**config.mk**
```make
export PLATFORM = sky130hd
export DESIGN_NAME = array_mult_issuer_flat
export DESIGN_NICKNAME = d
export VERILOG_FILES = /design/src/rtl/array_mult_pkg.sv /design/src/rtl/array_mult_issuer_if.sv /design/src/rtl/array_mult_regfile.sv /design/src/rtl/array_mult_issuer.sv /design/src/flat_wrapper.sv
export SDC_FILE = /design/constraint.sdc
export NUM_CORES = 2
export LEC_CHECK = 0
export ABC_AREA = 1
export BUFFER_PORTS_ARGS = -buffer_cell sky130_fd_sc_hd__buf_2
export CAP_MARGIN = 20
export CORE_ASPECT_RATIO = 0.6
export CORE_MARGIN = 3
export CORE_UTILIZATION = 50
export DETAILED_ROUTE_END_ITERATION = 16
export MAX_ROUTING_LAYER = met4
export PLACE_DENSITY = 0.66
export SYNTH_ARGS = -nofsm -noshare
export SYNTH_HDL_FRONTEND = slang
export SYNTH_SLANG_ARGS = --single-unit
```
**constraint.sdc**
```tcl
create_clock -name clk -period 3.7 [get_ports clk]
set_input_delay 0.74 -clock clk [delete_from_list [all_inputs] [get_ports clk]]
set_output_delay 0.74 -clock clk [all_outputs]
set_load 0.01 [all_outputs]
```
**src/rtl/array_mult_pkg.sv**
```systemverilog
// Shared types and default sizing for the array multiplier issuer.
package array_mult_pkg;

  localparam int DEF_WIDTH   = 32;
  localparam int DEF_DEPTH   = 16;
  localparam int DEF_TIMEOUT = 64;
  localparam int DEF_IDX_W   = $clog2(DEF_DEPTH);

  typedef logic [DEF_WIDTH-1:0] word_t;
  typedef logic [DEF_IDX_W-1:0] idx_t;

  typedef enum logic [1:0] {
    IDLE   = 2'd0,
    ISSUE  = 2'd1,
    DRAIN  = 2'd2,
    FINISH = 2'd3
  } state_e;

endpackage

```
**src/rtl/array_mult_issuer_if.sv**
```systemverilog
// Operand/product bus between the issuer (master) and the pipelined multiplier (slave).
interface array_mult_issuer_if #(
  parameter int WIDTH = array_mult_pkg::DEF_WIDTH
) ();

  // mult_en qualifies mult_a/mult_b for exactly one cycle; there is no ready, the
  // multiplier takes a pair every cycle. mult_valid qualifies mult_p for one cycle,
  // and products return in the order their operand pairs were issued.
  logic             mult_en;
  logic [WIDTH-1:0] mult_a;
  logic [WIDTH-1:0] mult_b;
  logic             mult_valid;
  logic [WIDTH-1:0] mult_p;

  modport master (
    output mult_en, mult_a, mult_b,
    input  mult_valid, mult_p
  );

  modport slave (
    input  mult_en, mult_a, mult_b,
    output mult_valid, mult_p
  );

endinterface

```
**src/rtl/array_mult_regfile.sv**
```systemverilog
// DEPTH x WIDTH storage with one write port and one registered, enabled read port.
module array_mult_regfile
  import array_mult_pkg::*;
#(
  parameter int WIDTH = DEF_WIDTH,
  parameter int DEPTH = DEF_DEPTH
) (
  input  logic                     clk,
  input  logic                     reset_n,
  input  logic                     we,
  input  logic [$clog2(DEPTH)-1:0] waddr,
  input  logic [WIDTH-1:0]         wdata,
  input  logic                     re,
  input  logic [$clog2(DEPTH)-1:0] raddr,
  output logic [WIDTH-1:0]         rdata
);

  logic [WIDTH-1:0] mem [DEPTH];
  logic [WIDTH-1:0] rdata_d;
  logic [WIDTH-1:0] rdata_q;

  // Contents are deliberately not reset; only the read register is.
  always_ff @(posedge clk) begin
    if (we) begin
      mem[waddr] <= wdata;
    end
  end

  // Same-cycle read of a location being written sees the old word.
  always_comb begin
    rdata_d = rdata_q;
    if (re) begin
      rdata_d = mem[raddr];
    end
  end

  always_ff @(posedge clk) begin
    if (!reset_n) begin
      rdata_q <= '0;
    end else begin
      rdata_q <= rdata_d;
    end
  end

  assign rdata = rdata_q;

endmodule

```
**src/rtl/array_mult_issuer.sv**
```systemverilog
// Streams A[i]/B[i] pairs into a pipelined multiplier and collects the products in order into R.
module array_mult_issuer
  import array_mult_pkg::*;
#(
  parameter int WIDTH   = DEF_WIDTH,
  parameter int DEPTH   = DEF_DEPTH,
  parameter int TIMEOUT = DEF_TIMEOUT
) (
  input  logic                     clk,
  input  logic                     reset_n,
  input  logic                     wr_en,
  input  logic                     wr_sel,
  input  logic [$clog2(DEPTH)-1:0] wr_addr,
  input  logic [WIDTH-1:0]         wr_data,
  input  logic [$clog2(DEPTH):0]   len,
  input  logic                     start,
  output logic                     busy,
  output logic                     done,
  output logic                     error,
  input  logic [$clog2(DEPTH)-1:0] rd_addr,
  output logic [WIDTH-1:0]         rd_data,
  output state_e                   dbg_state,
  array_mult_issuer_if.master      mif
);

  localparam int AW = $clog2(DEPTH);
  localparam int LW = AW + 1;
  localparam int TW = $clog2(TIMEOUT + 1);

  state_e          state_q, state_d;
  logic [LW-1:0]   len_q, len_d;
  logic [LW-1:0]   issue_idx_q, issue_idx_d;
  logic [LW-1:0]   res_idx_q, res_idx_d;
  logic [TW-1:0]   timer_q, timer_d;
  logic            busy_q, busy_d;
  logic            done_q, done_d;
  logic            error_q, error_d;
  logic            mult_en_q, mult_en_d;

  logic            ab_re;
  logic [AW-1:0]   ab_raddr;
  logic [LW-1:0]   issue_nxt;
  logic            res_we;
  logic            wr_ok;
  logic            len_ok;
  logic [WIDTH-1:0] a_rdata;
  logic [WIDTH-1:0] b_rdata;

  assign wr_ok     = wr_en & ~busy_q;
  assign len_ok    = (len != '0) && (len <= LW'(DEPTH));
  assign issue_nxt = issue_idx_q + LW'(1);

  always_comb begin
    state_d     = state_q;
    len_d       = len_q;
    issue_idx_d = issue_idx_q;
    res_idx_d   = res_idx_q;
    timer_d     = timer_q;
    busy_d      = busy_q;
    done_d      = 1'b0;
    error_d     = error_q;
    mult_en_d   = 1'b0;
    ab_re       = 1'b0;
    ab_raddr    = issue_nxt[AW-1:0];
    res_we      = 1'b0;

    // The operand read is issued one cycle early so the registered read data lines
    // up with mult_en_q: issue_idx_q always names the pair currently on the bus.
    unique case (state_q)
      IDLE: begin
        if (start) begin
          if (len_ok) begin
            len_d       = len;
            error_d     = 1'b0;
            issue_idx_d = '0;
            res_idx_d   = '0;
            timer_d     = '0;
            busy_d      = 1'b1;
            mult_en_d   = 1'b1;
            ab_re       = 1'b1;
            ab_raddr    = '0;
            state_d     = ISSUE;
          end else begin
            error_d = 1'b1;
          end
        end
      end
      ISSUE: begin
        if (issue_idx_q == len_q - LW'(1)) begin
          state_d = DRAIN;
        end else begin
          issue_idx_d = issue_nxt;
          mult_en_d   = 1'b1;
          ab_re       = 1'b1;
        end
      end
      DRAIN: begin
        if (res_idx_q == len_q) begin
          busy_d  = 1'b0;
          done_d  = 1'b1;
          state_d = FINISH;
        end else if (timer_q == TW'(TIMEOUT)) begin
          error_d = 1'b1;
          busy_d  = 1'b0;
          done_d  = 1'b1;
          state_d = FINISH;
        end else if (mif.mult_valid) begin
          timer_d = '0;
        end else begin
          timer_d = timer_q + TW'(1);
        end
      end
      FINISH: begin
        state_d = IDLE;
      end
      default: begin
        state_d = IDLE;
      end
    endcase

    // Products beyond len indicate a misbehaving multiplier; they are dropped.
    if ((state_q == ISSUE || state_q == DRAIN) && mif.mult_valid) begin
      if (res_idx_q == len_q) begin
        error_d = 1'b1;
      end else begin
        res_we    = 1'b1;
        res_idx_d = res_idx_q + LW'(1);
      end
    end
  end

  always_ff @(posedge clk) begin
    if (!reset_n) begin
      state_q     <= IDLE;
      len_q       <= '0;
      issue_idx_q <= '0;
      res_idx_q   <= '0;
      timer_q     <= '0;
      busy_q      <= 1'b0;
      done_q      <= 1'b0;
      error_q     <= 1'b0;
      mult_en_q   <= 1'b0;
    end else begin
      state_q     <= state_d;
      len_q       <= len_d;
      issue_idx_q <= issue_idx_d;
      res_idx_q   <= res_idx_d;
      timer_q     <= timer_d;
      busy_q      <= busy_d;
      done_q      <= done_d;
      error_q     <= error_d;
      mult_en_q   <= mult_en_d;
    end
  end

  array_mult_regfile #(.WIDTH(WIDTH), .DEPTH(DEPTH)) u_ram_a (
    .clk     (clk),
    .reset_n (reset_n),
    .we      (wr_ok & ~wr_sel),
    .waddr   (wr_addr),
    .wdata   (wr_data),
    .re      (ab_re),
    .raddr   (ab_raddr),
    .rdata   (a_rdata)
  );

  array_mult_regfile #(.WIDTH(WIDTH), .DEPTH(DEPTH)) u_ram_b (
    .clk     (clk),
    .reset_n (reset_n),
    .we      (wr_ok & wr_sel),
    .waddr   (wr_addr),
    .wdata   (wr_data),
    .re      (ab_re),
    .raddr   (ab_raddr),
    .rdata   (b_rdata)
  );

  array_mult_regfile #(.WIDTH(WIDTH), .DEPTH(DEPTH)) u_ram_r (
    .clk     (clk),
    .reset_n (reset_n),
    .we      (res_we),
    .waddr   (res_idx_q[AW-1:0]),
    .wdata   (mif.mult_p),
    .re      (1'b1),
    .raddr   (rd_addr),
    .rdata   (rd_data)
  );

  assign mif.mult_en = mult_en_q;
  assign mif.mult_a  = a_rdata;
  assign mif.mult_b  = b_rdata;
  assign busy        = busy_q;
  assign done        = done_q;
  assign error       = error_q;
  assign dbg_state   = state_q;

endmodule

```
**src/flat_wrapper.sv**
```systemverilog
// flat-port wrapper written by rule: the top's interface ports become plain ports
module array_mult_issuer_flat import array_mult_pkg::*;
#(
  parameter int WIDTH   = DEF_WIDTH,
  parameter int DEPTH   = DEF_DEPTH,
  parameter int TIMEOUT = DEF_TIMEOUT
)
  (clk, reset_n, wr_en, wr_sel, wr_addr, wr_data, len, start, busy, done, error, rd_addr, rd_data, dbg_state, mif_mult_en, mif_mult_a, mif_mult_b, mif_mult_valid, mif_mult_p);
  array_mult_issuer_if #(.WIDTH(WIDTH)) mif_i ();
  input  logic clk;
  input  logic reset_n;
  input  logic wr_en;
  input  logic wr_sel;
  input  logic [$clog2(DEPTH)-1:0] wr_addr;
  input  logic [WIDTH-1:0] wr_data;
  input  logic [$clog2(DEPTH):0] len;
  input  logic start;
  output logic busy;
  output logic done;
  output logic error;
  input  logic [$clog2(DEPTH)-1:0] rd_addr;
  output logic [WIDTH-1:0] rd_data;
  output state_e dbg_state;
  output wire logic [$bits(mif_i.mult_en)-1:0] mif_mult_en;
  output wire logic [$bits(mif_i.mult_a)-1:0] mif_mult_a;
  output wire logic [$bits(mif_i.mult_b)-1:0] mif_mult_b;
  input wire logic [$bits(mif_i.mult_valid)-1:0] mif_mult_valid;
  input wire logic [$bits(mif_i.mult_p)-1:0] mif_mult_p;
  assign mif_mult_en = mif_i.mult_en;
  assign mif_mult_a = mif_i.mult_a;
  assign mif_mult_b = mif_i.mult_b;
  assign mif_i.mult_valid = mif_mult_valid;
  assign mif_i.mult_p = mif_mult_p;
  array_mult_issuer #(.WIDTH(WIDTH), .DEPTH(DEPTH), .TIMEOUT(TIMEOUT)) u_core (.clk(clk), .reset_n(reset_n), .wr_en(wr_en), .wr_sel(wr_sel), .wr_addr(wr_addr), .wr_data(wr_data), .len(len), .start(start), .busy(busy), .done(done), .error(error), .rd_addr(rd_addr), .rd_data(rd_data), .dbg_state(dbg_state), .mif(mif_i));
endmodule
```
==> results.md <==
Status:
- The flow ran to the end, and the final reports show no timing, DRC or antenna violations.

Yosys:
- Counting flops with a built-in enable in the synthesized netlist gives approximately 1500.
- The average instance in the mapped netlist occupies around 12 µm².
- The total of warnings raised by yosys is 0.
- In the synthesized netlist the dominant register cell turns out to be sky130_fd_sc_hd__edfxtp_1.
- Of the post-synthesis cell area, the dominant cell type holds 0.6742.
- The post-synthesis cell type count is 33.
- The cell area after technology mapping is 68420 µm².
- After synthesis, the cell types taking the most area are sky130_fd_sc_hd__edfxtp_1 (67%), sky130_fd_sc_hd__nand3_1 (6.4%), sky130_fd_sc_hd__nor2_1 (3.9%), sky130_fd_sc_hd__dfxtp_1 (3.6%), sky130_fd_sc_hd__nand2_1 (3.3%).
- The cell type with the largest total area after synthesis is sky130_fd_sc_hd__edfxtp_1.
- The synthesized netlist cell count is around 5800.
- The synthesized design contains between 1500 and 2000 register bits.
- After synthesis, the share of flip-flops with an asynchronous set or reset is 0.
- The sequential fraction of the synthesis area is 0.7105.
- The post-synthesis net count is ~5900.

Setup path:
- The worst setup path is launched from a flip-flop.
- In this run the critical register-to-register path is captured at u_core.u_ram_a.rdata[22].
- The critical path endpoint category is a flip-flop.
- Data on the critical path is required at its endpoint by 4360 ps.
- The minimum setup slack among reg-to-reg paths is 810 ps.
- The kind of critical path is flip-flop to flip-flop.
- Measured in cells, the most critical reg-to-reg path has a length of 10.
- The reg-to-reg critical path startpoint is u_core.issue_idx_q[0].
- The worst-path maximum fanout is 33.
- At the worst endpoint, the arrival time is 3550 ps.

Floorplanning:
- Measured along the y axis, the die boundary spans between 200 and 300 µm.
- The overall die width is 483.5 µm.
- The floorplan has approximately 100 rows.
- The floorplan core area is 134900 µm².
- Pin placement for this block handled ~190 I/O pins.
- The initial core utilization is 0.5070.
- The die footprint is ~140000 µm².

STA:
- The final sum of negative setup slack is 0 ps.
- The slew at the pin closest to its max-slew limit is 999.1 ps.
- The clock period could shrink to between 2000 and 3000 ps.
- The headroom to the max-slew limit is 0.3339.
- Setup violations remaining at the end of the flow were counted as 0.
- On the final layout, the worst clock skew is 28.43 ps.
- Setup repair after global routing left no endpoint under its margin.
- The final clock period utilization by the worst path is 0.7800.
- The number of max-slew violations in the final report is 0.
- Static timing analysis puts the maximum clock frequency at 0.3465 GHz.
- The number of hold-slack violations in the final timing report is 0.

Route:
- The routed wire length per instance is 24.24 µm.
- The total wirelength of the detailed-routed design is ~190 mm.
- The number of nets still failing antenna checks after routing is 0.
- The number of vias in the routed layout is about 46000.
- The residual DRC count is 0.
- The total iterations of the first detailed-routing run is 6.
- After detailed routing, the number of vias per cell comes to 5.901.
- The count of routing violations after the opening detailed-route iteration is 6375.

Placed design:
- The number of placed instances with taps included is ~7500.
- During placement, the flow inserted port buffers numbering 184.
- The half-perimeter wire length after placement is around 98 mm.
- Routability-driven placement finished with a final weighted congestion of 0.8209.

Global route:
- The met1 demand-to-capacity share in global routing is 0.4216.
- For this run, global-route usage on met2 was measured as 0.3736.
- Entering global routing, the biggest net connects 145 pins.
- For met3 alone, demand over resource in global routing was 0.04161.
- In the global route stage, overall resource usage came out at 0.2709.
- The via count of the first global-routing pass is 42930.
- The first global-routing pass estimated 280.2 mm of wire.
- The number of antenna violations at the first check in global routing was 14.
- Global routing finished with a remaining overflow of 0.
- The highest-utilization routing layer at the global route stage is met1.

Min path:
- For hold timing, the worst endpoint is u_core.timer_q[6].
- The hold path startpoint is mif_mult_valid.
- The number of cells traversed by the worst hold path is 4.
- The min-delay analysis places its worst path in the category primary input to flip-flop.

Job:
- The number of max-cap violations is 0.

Clock tree:
- For this design, the sink count on the clock tree is 1660.
- The maximum level of the CTS H-tree is 4.
- The clock input transition at the sequential cells of the worst setup and hold paths is 60 ps.
- The root buffer cell chosen for the clock tree is sky130_fd_sc_hd__clkbuf_16.
- TritonCTS built the clock tree.
- At the later pin of the worst-skew pair, clock insertion delay measures 780 ps.
- The maximum clock insertion buffer count is 3.
- The number of buffers inserted by post-CTS setup repair is 0.
- The number of hold buffers added after cts is 0.
- The post-cts resize count is 0.
- The total clock buffers created by CTS is 152.

Cells and area:
- In the final layout, the share of cells above drive strength 1 is 0.1328.
- The post-layout net count is 5957.
- After the flow finishes, the layout carries non-filler instances totaling 7802.
- Relative to the synthesized area, the layout overhead comes to 12.76%.
- The utilization of the core after routing is 0.5717.

Power:
- The leakage power of the design is 0.02784 µW.
- Overall power consumption after layout is estimated at 49200 µW.
- IR analysis of the VDD net gives a maximum drop of around 0.65 mV.
- The total power divided by cell area is 637.7 nW/µm².
[final cells by class]
cell class / instances / area (µm²)
antenna: 6 / 15.01
clock buffer: 213 / 4238
clock inverter: 72 / 773.2
fill: 10850 / 57790
inverter: 434 / 1650
multi-input combinational: 3296 / 16900
sequential: 1660 / 48610
tap: 1802 / 2255
timing repair buffer: 319 / 2711
[worst max-delay path, stage by stage, from the launching register on]
cell	delay (ps)
sky130_fd_sc_hd__dfxtp_4	400
sky130_fd_sc_hd__buf_4	530
sky130_fd_sc_hd__xor2_1	200
sky130_fd_sc_hd__nand3_1	90
sky130_fd_sc_hd__nor2_1	140
sky130_fd_sc_hd__nand2_1	60
sky130_fd_sc_hd__nand2_1	180
sky130_fd_sc_hd__nand2_4	380
sky130_fd_sc_hd__buf_4	400
sky130_fd_sc_hd__o21ai_0	250
sky130_fd_sc_hd__nor2_1	90
[how the worst max path moves through the flow]
| stage | start | end | slack (ps) | depth (start not counted) |
|---|---|---|---|---|
| finish | u_core.issue_idx_q[0] | u_core.u_ram_a.rdata[22] | 810 | 10 |
| global route | u_core.issue_idx_q[0] | u_core.u_ram_a.rdata[22] | 650 | 10 |
| CTS | u_core.issue_idx_q[0] | u_core.u_ram_a.rdata[22] | 820 | 10 |
| detailed placement | len[2] | u_core.u_ram_b.rdata[12] | 430 | 14 |
| global placement | len[2] | u_core.u_ram_b.rdata[5] | 440 | 14 |
| floorplan | wr_sel | u_core.u_ram_a.mem[15][0] | 670 | 3 |
[cells in the final DEF, fill, tap and decap left out, drive strengths merged, types with 3 or more instances in the layout]
cell     Yosys  layout
a21oi      113     113
diode        0       6
or2        194     194
o22ai       38      38
clkbuf     217     213
nor3         7       7
buf        183     319
ha          11      11
xor2         8       8
o221ai      91      91
o211ai      39      39
bufinv       0      11
nand3      876     876
clkinv       3      56
nand3b     193     193
o2111ai     64      64
edfxtp    1536    1536
a31oi        3       3
xnor2        3       3
dfxtp      124     124
nand2      596     596
inv        431     437
nor2       717     717
nand4        3       3
o21ai      336     336
[synth_stat cells (64+ instances only)]
cell type	n
sky130_fd_sc_hd__a21oi_1	113
sky130_fd_sc_hd__buf_2	153
sky130_fd_sc_hd__clkbuf_1	217
sky130_fd_sc_hd__dfxtp_1	124
sky130_fd_sc_hd__edfxtp_1	1536
sky130_fd_sc_hd__inv_1	429
sky130_fd_sc_hd__nand2_1	594
sky130_fd_sc_hd__nand3_1	876
sky130_fd_sc_hd__nand3b_1	193
sky130_fd_sc_hd__nor2_1	716
sky130_fd_sc_hd__o2111ai_1	64
sky130_fd_sc_hd__o21ai_0	335
sky130_fd_sc_hd__o221ai_1	91
sky130_fd_sc_hd__or2_2	194
[state kept, by name, summed over array words and instances, names as in the netlist, 2 cells and up]
register              flops
u_core.dbg_state          2
u_core.issue_idx_q        5
u_core.len_q              5
u_core.res_idx_q          5
u_core.timer_q            7
u_core.u_ram_a.mem      512
u_core.u_ram_a.rdata     32
u_core.u_ram_b.mem      512
u_core.u_ram_b.rdata     32
u_core.u_ram_r.mem      512
u_core.u_ram_r.rdata     32
[stage by stage]
step	area [µm²]	hold WS, ps	setup slack (ps)
finish	77150	282.9	813.9
global route	77140	257.2	651.1
CTS	77130	213.3	821.9
detailed placement	72120	473.0	433.5
global placement	72120	472.5	438.0
floorplan	68420	449.1	670.8
[layer usage]
layer / vias to the layer above / part of all wire
li1: 20650 / -
met1: 22770 / 0.46
met2: 2350 / 0.42
met3: 270 / 0.10
met4: 0 / 0.020
met5: - / 0
[kinds of logic (layout without fill, tap and decap cells)]
kind of cell	count (synthesis)	count (layout)	synth area share
other cells	0	6	0
simple gates	2588	2588	0.1762
compound gates	686	686	0.06095
flops	1660	1660	0.7105
fa+ha+maj	11	11	0.002012
buf+inv	834	1038	0.04894
xor+xnor	11	11	0.001408
[where the power goes]
part / leakage [µW] / switching, µW / internal [µW]
clock: 0.00244 / 7090 / 8860
sequential: 0.0149 / 588 / 21100
combinational: 0.0105 / 7980 / 3570
total: 0.0278 / 15700 / 33500
(Power assumes the default switching activity.)
